===== src/rtl/add_32_serial.sv =====
// ---------------------------------------------------------------------------
// add_32_serial
//   Multi-cycle signed adder with low area. It adds two bits per clock
//   through a single 2-bit full-adder slice and keeps the carry in a
//   register between cycles. A request is accepted on start while IDLE.
//   The result appears on op/ovf together with a one-cycle done pulse.
//
// Parameters:
//   WIDTH  operand/result width; must be even and at least 4
//   SLICE  bits processed per cycle; must be 2
//
// Optional feature:
//   ADD_SERIAL_SAT_EN  when defined, an overflowing result saturates to the
//                      signed limit selected by the sign of operand A.
//                      ovf still reports the overflow.
//
// Ports:
//   clk    in   rising-edge clock
//   rst_n  in   synchronous active-low reset
//   start  in   request; sampled only while IDLE
//   A, B   in   signed operands, captured on the accepted start edge
//   busy   out  high while an addition is running
//   done   out  one-cycle pulse when op/ovf are updated
//   op     out  A+B mod 2^WIDTH (or the saturated value); held until the
//               next completion
//   ovf    out  signed overflow of the last completed addition
// ---------------------------------------------------------------------------
module add_32_serial #(
  parameter int WIDTH = 32,
  parameter int SLICE = 2
) (
  input  logic             clk,
  input  logic             rst_n,
  input  logic             start,
  input  logic [WIDTH-1:0] A,
  input  logic [WIDTH-1:0] B,
  output logic             busy,
  output logic             done,
  output logic [WIDTH-1:0] op,
  output logic             ovf
);

  generate
    if (SLICE != 2) begin : g_bad_slice
      $error("add_32_serial: SLICE must be 2");
    end
    if ((WIDTH % 2) != 0 || WIDTH < 4) begin : g_bad_width
      $error("add_32_serial: WIDTH must be even and at least 4");
    end
  endgenerate

  localparam int NSL = WIDTH / SLICE;
  localparam int CW  = $clog2(NSL);
  localparam logic [CW-1:0] LAST = CW'(NSL - 1);

  typedef enum logic {IDLE, RUN} state_t;

  state_t           state;
  logic [WIDTH-1:0] a_q, b_q, s_q;
  logic             carry;
  logic [CW-1:0]    cnt;

  // Bit offset of the current slice: 2*cnt.
  logic [CW:0]      idx;
  logic [1:0]       a_sl, b_sl;
  logic             c_mid, c_out;
  logic [1:0]       sum_sl;
  logic [WIDTH-1:0] s_next;
  logic [WIDTH-1:0] res;

  assign idx  = {cnt, 1'b0};
  assign a_sl = a_q[idx +: SLICE];
  assign b_sl = b_q[idx +: SLICE];

  // 2-bit ripple slice. On the final slice, c_mid is the carry into bit
  // WIDTH-1 and c_out is the carry out of it, so their XOR is signed overflow.
  assign c_mid     = (a_sl[0] & b_sl[0]) | (carry & (a_sl[0] ^ b_sl[0]));
  assign c_out     = (a_sl[1] & b_sl[1]) | (c_mid & (a_sl[1] ^ b_sl[1]));
  assign sum_sl[0] = a_sl[0] ^ b_sl[0] ^ carry;
  assign sum_sl[1] = a_sl[1] ^ b_sl[1] ^ c_mid;

  // Shadow sum with the current slice merged in. On the last slice this is
  // the complete result, so op can load it in the same edge.
  always_comb begin
    s_next                = s_q;
    s_next[idx +: SLICE]  = sum_sl;
  end

`ifdef ADD_SERIAL_SAT_EN
  // Overflow only happens when both operands share a sign, so a_q's sign
  // selects the limit.
  always_comb begin
    res = s_next;
    if (c_mid ^ c_out) begin
      res = a_q[WIDTH-1] ? {1'b1, {(WIDTH-1){1'b0}}}
                         : {1'b0, {(WIDTH-1){1'b1}}};
    end
  end
`else
  assign res = s_next;
`endif

  // NOTE: all state is updated with non-blocking assignments. Every register
  // then sees the pre-edge values of the others, whatever order the
  // statements are written in.
  always_ff @(posedge clk) begin
    if (!rst_n) begin
      state <= IDLE;
      a_q   <= '0;
      b_q   <= '0;
      s_q   <= '0;
      carry <= 1'b0;
      cnt   <= '0;
      busy  <= 1'b0;
      done  <= 1'b0;
      op    <= '0;
      ovf   <= 1'b0;
    end else begin
      done <= 1'b0;
      case (state)
        IDLE: begin
          if (start) begin
            a_q   <= A;
            b_q   <= B;
            carry <= 1'b0;
            cnt   <= '0;
            busy  <= 1'b1;
            state <= RUN;
          end
        end
        RUN: begin
          s_q   <= s_next;
          carry <= c_out;
          cnt   <= cnt + 1'b1;
          if (cnt == LAST) begin
            op    <= res;
            ovf   <= c_mid ^ c_out;
            done  <= 1'b1;
            busy  <= 1'b0;
            state <= IDLE;
          end
        end
        default: state <= IDLE;
      endcase
    end
  end

endmodule


===== config.mk =====
export PLATFORM = sky130hd
export DESIGN_NAME = add_32_serial
export DESIGN_NICKNAME = d
export VERILOG_FILES = /design/src/rtl/add_32_serial.sv
export SDC_FILE = /design/constraint.sdc
export NUM_CORES = 1
export LEC_CHECK = 0
export CELL_PAD_IN_SITES_DETAIL_PLACEMENT = 0
export CELL_PAD_IN_SITES_GLOBAL_PLACEMENT = 1
export CORE_AREA = 3 3 147 149
export DETAILED_ROUTE_END_ITERATION = 16
export DIE_AREA = 0 0 150 152
export GPL_TIMING_DRIVEN = 0
export PLACE_DENSITY_LB_ADDON = 0.1
export SLEW_MARGIN = 20
export SYNTH_ARGS = -nofsm -noshare
export SYNTH_HDL_FRONTEND = slang
export SYNTH_SLANG_ARGS = --single-unit

===== constraint.sdc =====
create_clock -name clk -period 3.62 [get_ports clk]
set_input_delay 0.724 -clock clk [delete_from_list [all_inputs] [get_ports clk]]
set_output_delay 0.724 -clock clk [all_outputs]
set_load 0.02 [all_outputs]

; After elaboration in Yosys (flattened, before gate mapping)
; Index checks and enable logic that the tools add are counted.
[totals]
ff_bits = 137
in_bits = 67
output_inout_bits = 35
elab_cells = 47
[classes]
addsub = 2
eq_ne = 3
n_shift = 4
muxes = 12
bitwise_logic = 12
n_reduce_logical = 4
[op_table]
columns = operator, n
row1 = 32-bit by 6-bit indexed part select with 2-bit output, 2
row2 = 32-bit bitwise mux, 1
row3 = "2-bit by 7-bit variable shift with 32-bit output, first input constant", 1
row4 = 2-bit by 7-bit indexed part select with 32-bit output, 1
row5 = 4-bit one-hot mux with 2 select lines, 1
row6 = 2-bit AND reduction, 4
row7 = 5-bit negator with 7-bit output, 1
row8 = 1-bit 2-to-1 mux, 6
row9 = 1-bit one-hot mux with 2 select lines, 3
row10 = 1-bit XOR, 5
row11 = "4-bit by 1-bit adder with 4-bit output, second input constant", 1
row12 = 1-bit AND, 4
row13 = "4-bit == test, second input constant", 1
row14 = 4-bit 2-to-1 mux, 1
row15 = "2-bit by 1-bit inequality test with 1-bit output, second input constant", 1
row16 = "2-bit inequality test, second input constant", 1
row17 = 1-bit OR, 2
row18 = 1-bit NOT, 1

; Depth between registers and ports, before layout
; Gate-level depths: netlist of the first run.
[depth]
depth_word = 7
depth_mapped = 13
ltp_nobuf = 11

; Worst setup path after synthesis of the first run
; OpenSTA, ideal clock, no wires.
[synth_path]
path_type = flip-flop to flip-flop
from = register cnt[0]
to = register s_q[15]
t_arrival_ps = 3213
required_time_ps = 3546
setup_slack_ps = 333
path_stages_with_launch = 12
period_less_slack_ps = 3287
cell_sequence = dfxtp_1 -> buf_6 -> buf_8 -> mux4_2 -> mux4_2 -> fa_1 -> inv_1 -> fa_1 -> nor3_1 -> nor2b_1 -> nand2_1 -> o21ai_0
[synth_between]
elab_chain_cells = 7
elab_cells_between_ends = 13
cone_classes = add/sub (1) / shift (4) / mux (1) / bitwise (7)
[synth_rtl]
columns = item, line_no
row1 = start: declaration, 61  ; logic [CW-1:0] cnt;
row2 = start signal: assignment, 134  ; cnt <= cnt + 1'b1;
row3 = "32-bit by 6-bit indexed part select with 2-bit output, on equally long branches", "72, 73"
row4 = 1-bit XOR, "77, 79"
row5 = 1-bit AND, 77  ; assign c_mid = (a_sl[0] & b_sl[0]) | (carry & (a_sl[0] ^ b_sl[0]));
row6 = 1-bit OR, 77
row7 = 1-bit XOR, 80  ; assign sum_sl[1] = a_sl[1] ^ b_sl[1] ^ c_mid;
row8 = 2-bit by 7-bit indexed part select with 32-bit output, 86  ; s_next[idx +: SLICE] = sum_sl;
row9 = 32-bit bitwise mux (*), 86
row10 = end signal: assignment, 132  ; s_q <= s_next;
row11 = end: declaration, 59  ; logic [WIDTH-1:0] a_q, b_q, s_q;
; Every way passes the cells marked *; elsewhere a longest branch is shown, timed or not.
; A chain may end at the register's enable or synchronous reset.

; Worst setup path in the final report of the first run
[layout_path]
from = register cnt[0]
to = register op[1]
[layout_between]
elab_chain_cells = 7
elab_cells_between_ends = 15
cone_classes = add/sub (1) / eq/ne (1) / shift (4) / mux (1) / bitwise (7) / reduce/logical (1)
[layout_rtl]
columns = item, line_no
row1 = "32-bit by 6-bit indexed part select with 2-bit output, on equally long branches", "72, 73"
row2 = 1-bit XOR, "77, 79"
row3 = 1-bit AND, 77
row4 = 1-bit OR, 77
row5 = 1-bit XOR, 80
row6 = 2-bit by 7-bit indexed part select with 32-bit output, 86
row7 = 32-bit bitwise mux, 86
row8 = end signal: assignment, 136  ; op <= res;
row9 = end: declaration, 39  ; output logic [WIDTH-1:0] op,
; Parallel ways exist; a longest one is shown, timed or not.

==> results of run 1 <==
==> worst paths after layout <==
kind / slack [ps] / cells past startpoint / to / start
hold reg to reg: 450 / 2 / b_q[15] / b_q[15]
setup / recovery: 220 / 10 / op[1] / cnt[0]
hold / removal: 450 / 2 / b_q[15] / b_q[15]
setup reg to reg: 220 / 10 / op[1] / cnt[0]
==> per-layer routing <==
layer	track usage	wire, um	up-vias
met1	0.226	8610	2519
li1	-	-	2629
met4	0.0523	210	0
met2	0.258	8360	112
met3	0.0325	721	16
met5	0	0	-
==> cells by family after synthesis <==
kind of cell | count (synthesis) | share of synthesized area
simple gates | 293 | 0.216
compound gates | 145 | 0.139
flops | 137 | 0.452
buf+inv | 64 | 0.0450
mux | 53 | 0.130
fa+ha+maj | 6 | 0.0149
xor+xnor | 2 | 0.00289
==> where the power goes <==
part	total [mW]	internal [mW]	switching, mW
clock	1.78	1.13	0.648
combinational	0.359	0.165	0.195
sequential	1.58	1.55	0.0230
==> sequential cells by signal (all words and copies together) (netlist names) <==
signal,flops
a_q,32
b_q,32
op,32
s_q,32
cnt,4
busy,1
carry,1
done,1
ovf,1
state,1
==> worst max-delay path, stage by stage (launching register included) <==
cell	delay, ps
dfxtp_2	380
buf_12	200
mux4_2	540
mux4_2	510
fa_1	420
inv_1	90
fa_2	510
buf_2	240
mux2i_1	180
nand2_1	80
a21boi_0	180
==> through the flow <==
| stage | instances | area [sq um] | hold slack, ps | util | setup slack, ps |
|---|---|---|---|---|---|
| 5_1_grt | 1103 | 8050 | 467 | 0.397 | 39.8 |
| 6_report | 1103 | 8050 | 449 | 0.397 | 221 |
| 4_1_cts | 1103 | 8030 | 453 | 0.396 | 64.2 |
| 2_1_floorplan | 700 | 6060 | 429 | - | 333 |
| 3_3_place_gp | 1070 | 7400 | 443 | 0.365 | -687 |
| 3_5_place_dp | 1070 | 7400 | 445 | 0.365 | -737 |
==> cells in the mapped netlist, types with 2 or more instances <==
cell	count	area, sq um
nand2b_1	5	31.3
nand4_1	7	43.8
nand3_1	17	85.1
o211a_1	2	20.0
a21oi_1	76	380
and3_1	6	37.5
nor2b_1	17	106
fa_1	2	40.0
o21ai_0	25	125
or3b_1	2	17.5
or2_2	2	12.5
buf_2	8	40.0
buf_1	10	37.5
inv_1	10	37.5
nor2_1	15	56.3
mux4_2	14	315
mux4_1	5	131
clkbuf_1	32	120
o21ai_1	4	20.0
nor3_1	3	15.0
nand3b_1	5	37.5
nor3b_1	4	30.0
mux2i_1	34	340
o211ai_1	3	22.5
ha_1	4	50.1
and2_1	5	31.3
a21boi_0	26	195
nand2_1	200	751
dfxtp_1	137	2740
==> cell type report <==
class,instances,area (sq um),area share
Multi-Input combinational cell,499,3070,0.381
Clock inverter,8,118,0.0146
Buffer,52,244,0.0303
Inverter,11,41.3,0.00513
Timing Repair Buffer,102,1020,0.126
Tap cell,270,338,0.0420
Clock buffer,24,482,0.0598
Sequential cell,137,2740,0.341
==> repair_timing <==
item                       in CTS  in global routing
gates resized for setup        10                  6
gates cloned                    0                  0
setup buffers                   2                  0
pin swaps                       1                  1
setup endpoints to repair      35                 12
==> run summary, run 1 <==
FLOORPLAN
--------------------------------------------------------------------------------------
# rows                                                                              52
Boundary Pins                                                                      102
Die W                                                                           150 um
Die H                                                                           152 um
DIE AREA                                                                   22800 sq um
Effective utilization at floorplan                                               0.299
Area of the placeable core                                                 20300 sq um

POWER AND IR DROP
--------------------------------------------------------------------------------------
Overall power consumption                                                      3.72 mW
Lkg Pwr                                                                        2.92 nW
Largest voltage drop on the vdd net                                         0.000271 V
Power Density                                                              462 nW/um^2

SYNTHESIS
--------------------------------------------------------------------------------------
Synth Register Bits                                                                137
Post-synthesis average cell area                                            8.66 sq um
Prevailing post-synth register cell                                            dfxtp_1
Sequential-to-total area share from yosys stat                                   0.452
Gate Count Post-Synth                                                              700
Synth Cell Area                                                             6060 sq um
Async set or reset register ratio after synthesis                                    0
Number of enable flip-flop cells after synthesis                                     0
Library cells used by synthesis                                                     49
Synth Net Count                                                                    773
Yosys warns                                                                          0

PLACED DESIGN
--------------------------------------------------------------------------------------
DPL Wire Length                                                               13700 um
Number of buffers added on ports                                                   100
Weighted congestion reported at the end of routability-driven placement          0.819

ROUTING
--------------------------------------------------------------------------------------
Number of vias per cell after detailed routing                                    4.78
DR vias                                                                           5276
Final routed wirelength across all metal layers                               17900 um
Number of optimization iterations in the first detailed-route pass                   5
Remaining routing DRC violations                                                     0
Violation count after the first detailed-routing iteration                         240
Post-DR wirelength/cell                                                        16.2 um
Routed Antenna Nets                                                                  0

LAYOUT
--------------------------------------------------------------------------------------
Most common cell after layout, fill and taps aside                             nand2_1
Area delta synth->final                                                          32.8%
Number of nets at the end of the flow                                              893
Ant. Diodes                                                                          0
Share of cells above drive strength 1                                           0.0816
Filler instances                                                                  2099
Commonest cells after routing, fill and taps aside                        nand2_1, dfxtp_1, clkdlybuf4s50_1

GLOBAL ROUTING
--------------------------------------------------------------------------------------
Maximum number of pins on one net before global-route repair                        20
Wire length of the first global-routing pass                                  29300 um
GRT Residual Overflow                                                                0
All-layer global routing usage                                                   0.164
Number of antenna violations at the first check in global routing                    0
Via count of the first global-routing pass                                        5396

STA
--------------------------------------------------------------------------------------
Number of pins with negative max-slew slack in the final report                      0
Final TNS setup                                                                   0 ps
Final setup fails                                                                    0
Relative max-transition margin                                                   0.571
Worst Skew                                                                     7.02 ps
Max Clk Rate                                                                   294 MHz
Hold violation count in the final report                                             0
Period utilisation layout                                                        0.939
Transition at the pin with the smallest max-transition slack                    644 ps
Unrepaired setup endpoints after global routing                                     no
Post-layout minimum cycle time                                                 3400 ps

CLOCK NETWORK
--------------------------------------------------------------------------------------
Maximum level of the CTS H-tree                                                      4
Clock-pin transition on the worst setup and hold timing paths                    60 ps
TritonCTS clock tree                                                             built
Count of clock tree sinks                                                          137
CTS Root Buffer Type                                                         clkbuf_16
Skew-Pair Late Insertion Delay                                                  420 ps
Buffers from clock root to sink, at most                                             2
Post-cts hold buffer count                                                           0
Total CTS buffers                                                                   17

SETUP PATH
--------------------------------------------------------------------------------------
Type of element capturing the critical path                                   register
Class of the most critical setup path                                     register to register
Crit path launch type                                                         register
Largest fanout on the critical path                                                 19
Required @ worst endpoint                                                      3970 ps
Signal arrival time at the worst endpoint                                      3750 ps

HOLD PATH
--------------------------------------------------------------------------------------
Worst hold path class                                                     register to register

FLOW RUN
--------------------------------------------------------------------------------------
Max cap viols                                                                        0

RUN STATUS
--------------------------------------------------------------------------------------
Outcome                                                                   finished, final reports clean

No activity file was read; power rests on OpenSTA's default activity.
==> run 2, diff against run 1 <==
--- a/config.mk
+++ b/config.mk
@@ -5,6 +5,7 @@
 export SDC_FILE = /design/constraint.sdc
 export NUM_CORES = 1
 export LEC_CHECK = 0
+export ABC_CLOCK_PERIOD_IN_PS = 3620
 export CELL_PAD_IN_SITES_DETAIL_PLACEMENT = 0
 export CELL_PAD_IN_SITES_GLOBAL_PLACEMENT = 1
 export CORE_AREA = 3 3 147 149
==> results of run 2 <==
No change in the layout: final DEF, timing and power equal those of run 1.
==> run 3, diff against run 2 <==
--- a/config.mk
+++ b/config.mk
@@ -8,9 +8,9 @@
 export ABC_CLOCK_PERIOD_IN_PS = 3620
 export CELL_PAD_IN_SITES_DETAIL_PLACEMENT = 0
 export CELL_PAD_IN_SITES_GLOBAL_PLACEMENT = 1
-export CORE_AREA = 3 3 147 149
+export CORE_AREA = 2 2 146 148
 export DETAILED_ROUTE_END_ITERATION = 16
-export DIE_AREA = 0 0 150 152
+export DIE_AREA = 0 0 148 150
 export GPL_TIMING_DRIVEN = 0
 export PLACE_DENSITY_LB_ADDON = 0.1
 export SLEW_MARGIN = 20
==> run 3 against run 2 <==
Via count is 0.23% lower. Global-route usage is 0.43 points higher. Critical path depth is 1 higher. Cell count is 0.45% higher. Critical path type unchanged. Highest routed layer unchanged.
==> run summary, run 3 (synthesis gave the netlist of run 1 again) <==
RUN STATUS
--------------------------------------------------------------------------------------
Outcome                                                                   finished, final reports clean

CLOCK NETWORK
--------------------------------------------------------------------------------------
Clock-pin transition on the worst setup and hold timing paths                    60 ps
Total CTS buffers                                                                   17
Maximum level of the CTS H-tree                                                      4
Buffers from clock root to sink, at most                                             2
Count of clock tree sinks                                                          137
TritonCTS clock tree                                                             built
Skew-Pair Late Insertion Delay                                                  420 ps
CTS Root Buffer Type                                                         clkbuf_16

POWER AND IR DROP
--------------------------------------------------------------------------------------
Overall power consumption                                                      3.81 mW
Relative contribution of the clock network to total power                        0.490
Power Density                                                              470 nW/um^2
Pint                                                                           2.90 mW
Sequential Power Share                                                           0.414
Switching part of the total                                                      0.239
Largest voltage drop on the vdd net                                         0.000260 V
Lkg Pwr                                                                        2.93 nW
Comb power frac                                                                  0.096
Switching pwr                                                                 0.911 mW

GLOBAL ROUTING
--------------------------------------------------------------------------------------
All-layer global routing usage                                                   0.168
Maximum number of pins on one net before global-route repair                        17
GRT Residual Overflow                                                                0
Wire length of the first global-routing pass                                  28400 um
Number of antenna violations at the first check in global routing                    0
Via count of the first global-routing pass                                        5147

LAYOUT
--------------------------------------------------------------------------------------
Final core utilization                                                           0.392
Filler instances                                                                  2164
Ant. Diodes                                                                          0
Post-route cell area                                                        8110 sq um
Share of cells above drive strength 1                                           0.0900
Final cell count without fillers                                                  1108
Number of nets at the end of the flow                                              893
Most common cell after layout, fill and taps aside                             nand2_1
Area delta synth->final                                                          33.8%
Commonest cells after routing, fill and taps aside                        nand2_1, dfxtp_1, clkdlybuf4s50_1

SETUP PATH
--------------------------------------------------------------------------------------
Type of element capturing the critical path                                   register
Signal arrival time at the worst endpoint                                      3730 ps
Crit path launch type                                                         register
Class of the most critical setup path                                     register to register
Crit path max-delay cell type                                                     fa_2
Logic depth of the worst path, buffers included                                     11
CP max stage delay                                                              520 ps
Largest fanout on the critical path                                                 10
Required @ worst endpoint                                                      3970 ps
Delay-heaviest family, CP                                                 multiplexers
Number of buffer and inverter stages on the critical path                            4
Cell-by-cell listing of the critical path                                 buf_12 -> buf_12 -> mux4_2 -> mux4_2 -> fa_2 -> inv_1 -> fa_2 -> buf_4 -> mux2i_1 -> nand2_1 -> a21boi_1
FF-to-FF path depth                                                                 11

ROUTING
--------------------------------------------------------------------------------------
Final routed wirelength across all metal layers                               18100 um
Remaining routing DRC violations                                                     0
DR vias                                                                           5264
Number of vias per cell after detailed routing                                    4.75
Violation count after the first detailed-routing iteration                         184
Post-DR wirelength/cell                                                        16.3 um
Number of optimization iterations in the first detailed-route pass                   4
Routed Antenna Nets                                                                  0

STA
--------------------------------------------------------------------------------------
Post-layout minimum cycle time                                                 3390 ps
Transition at the pin with the smallest max-transition slack                    639 ps
Max Clk Rate                                                                   295 MHz
Worst Skew                                                                     11.7 ps
Unrepaired setup endpoints after global routing                                     no
Number of pins with negative max-slew slack in the final report                      0
Period utilisation layout                                                        0.935
Fin Hold WS                                                                     451 ps
Hold violation count in the final report                                             0
Relative max-transition margin                                                   0.574
Final setup fails                                                                    0

HOLD PATH
--------------------------------------------------------------------------------------
Worst hold path class                                                     register to register
Worst hold stages                                                                    2

FLOORPLAN
--------------------------------------------------------------------------------------
Area of the placeable core                                                 20700 sq um
Boundary Pins                                                                      102
Die H                                                                           150 um
# rows                                                                              53
Die W                                                                           148 um
DIE AREA                                                                   22200 sq um
Effective utilization at floorplan                                               0.293

PLACED DESIGN
--------------------------------------------------------------------------------------
Weighted congestion reported at the end of routability-driven placement          0.817
Placed cell count                                                                 1075
Total placed instance area                                                  7410 sq um
Number of buffers added on ports                                                   100
DPL Wire Length                                                               13500 um

FLOW RUN
--------------------------------------------------------------------------------------
Max cap viols                                                                        0

==> run 3: metal layers <==
metal	GRT usage	vias up	share of wire
li1	-	2632	-
met1	0.214	2500	0.47
met2	0.285	111	0.48
met3	0.0393	21	0.038
met4	0.0467	0	0.014
met5	0	-	0
==> run 3: power by group through the flow <==
stage	registers (mW)	clock network (mW)	logic [mW]
global placement	1.61	0	0.355
detailed placement	1.61	0	0.359
global route	1.58	1.99	0.403
finish	1.58	1.87	0.367
CTS	1.58	1.91	0.366
floorplan	1.60	0	0.202
==> run 3: worst min-delay path: cells and delay by family, from the launching register on <==
family	cells	cell delay, ps
simple gates	1	50
compound gates	1	50
flops	1	310
==> run 3: final cells by class <==
class	instances	area [sq um]	share of cell area
buffer	53	255	0.0315
timing repair buffer	101	1010	0.124
clock inverter	14	194	0.0239
clock buffer	18	439	0.0541
sequential	137	2740	0.338
tap	275	344	0.0424
inverter	11	41.3	0.00509
multi-input combinational	499	3080	0.380
==> run 3: repair_timing <==
action                                  in CTS  in global routing
resized for setup                            9                 14
buffers inserted                             1                  0
pin swaps                                    1                  1
endpoints found under the setup margin      33                 13
hold buffers                                 0                  0
==> run 3: final timing paths <==
| check | slack [ps] | end | from |
|---|---|---|---|
| max | 230 | op[1] | cnt[0] |
| min reg2reg | 450 | b_q[21] | b_q[21] |
| min | 450 | b_q[21] | b_q[21] |
| max reg2reg | 230 | op[1] | cnt[0] |
==> run 3: stage by stage <==
step                      setup TNS [ps]  worst slack, ps
after floorplan                        0              333
after global placement             -6120             -544
after detailed placement           -7240             -654
after CTS                              0             2.80
after global routing                   0             60.9
final                                  0              234
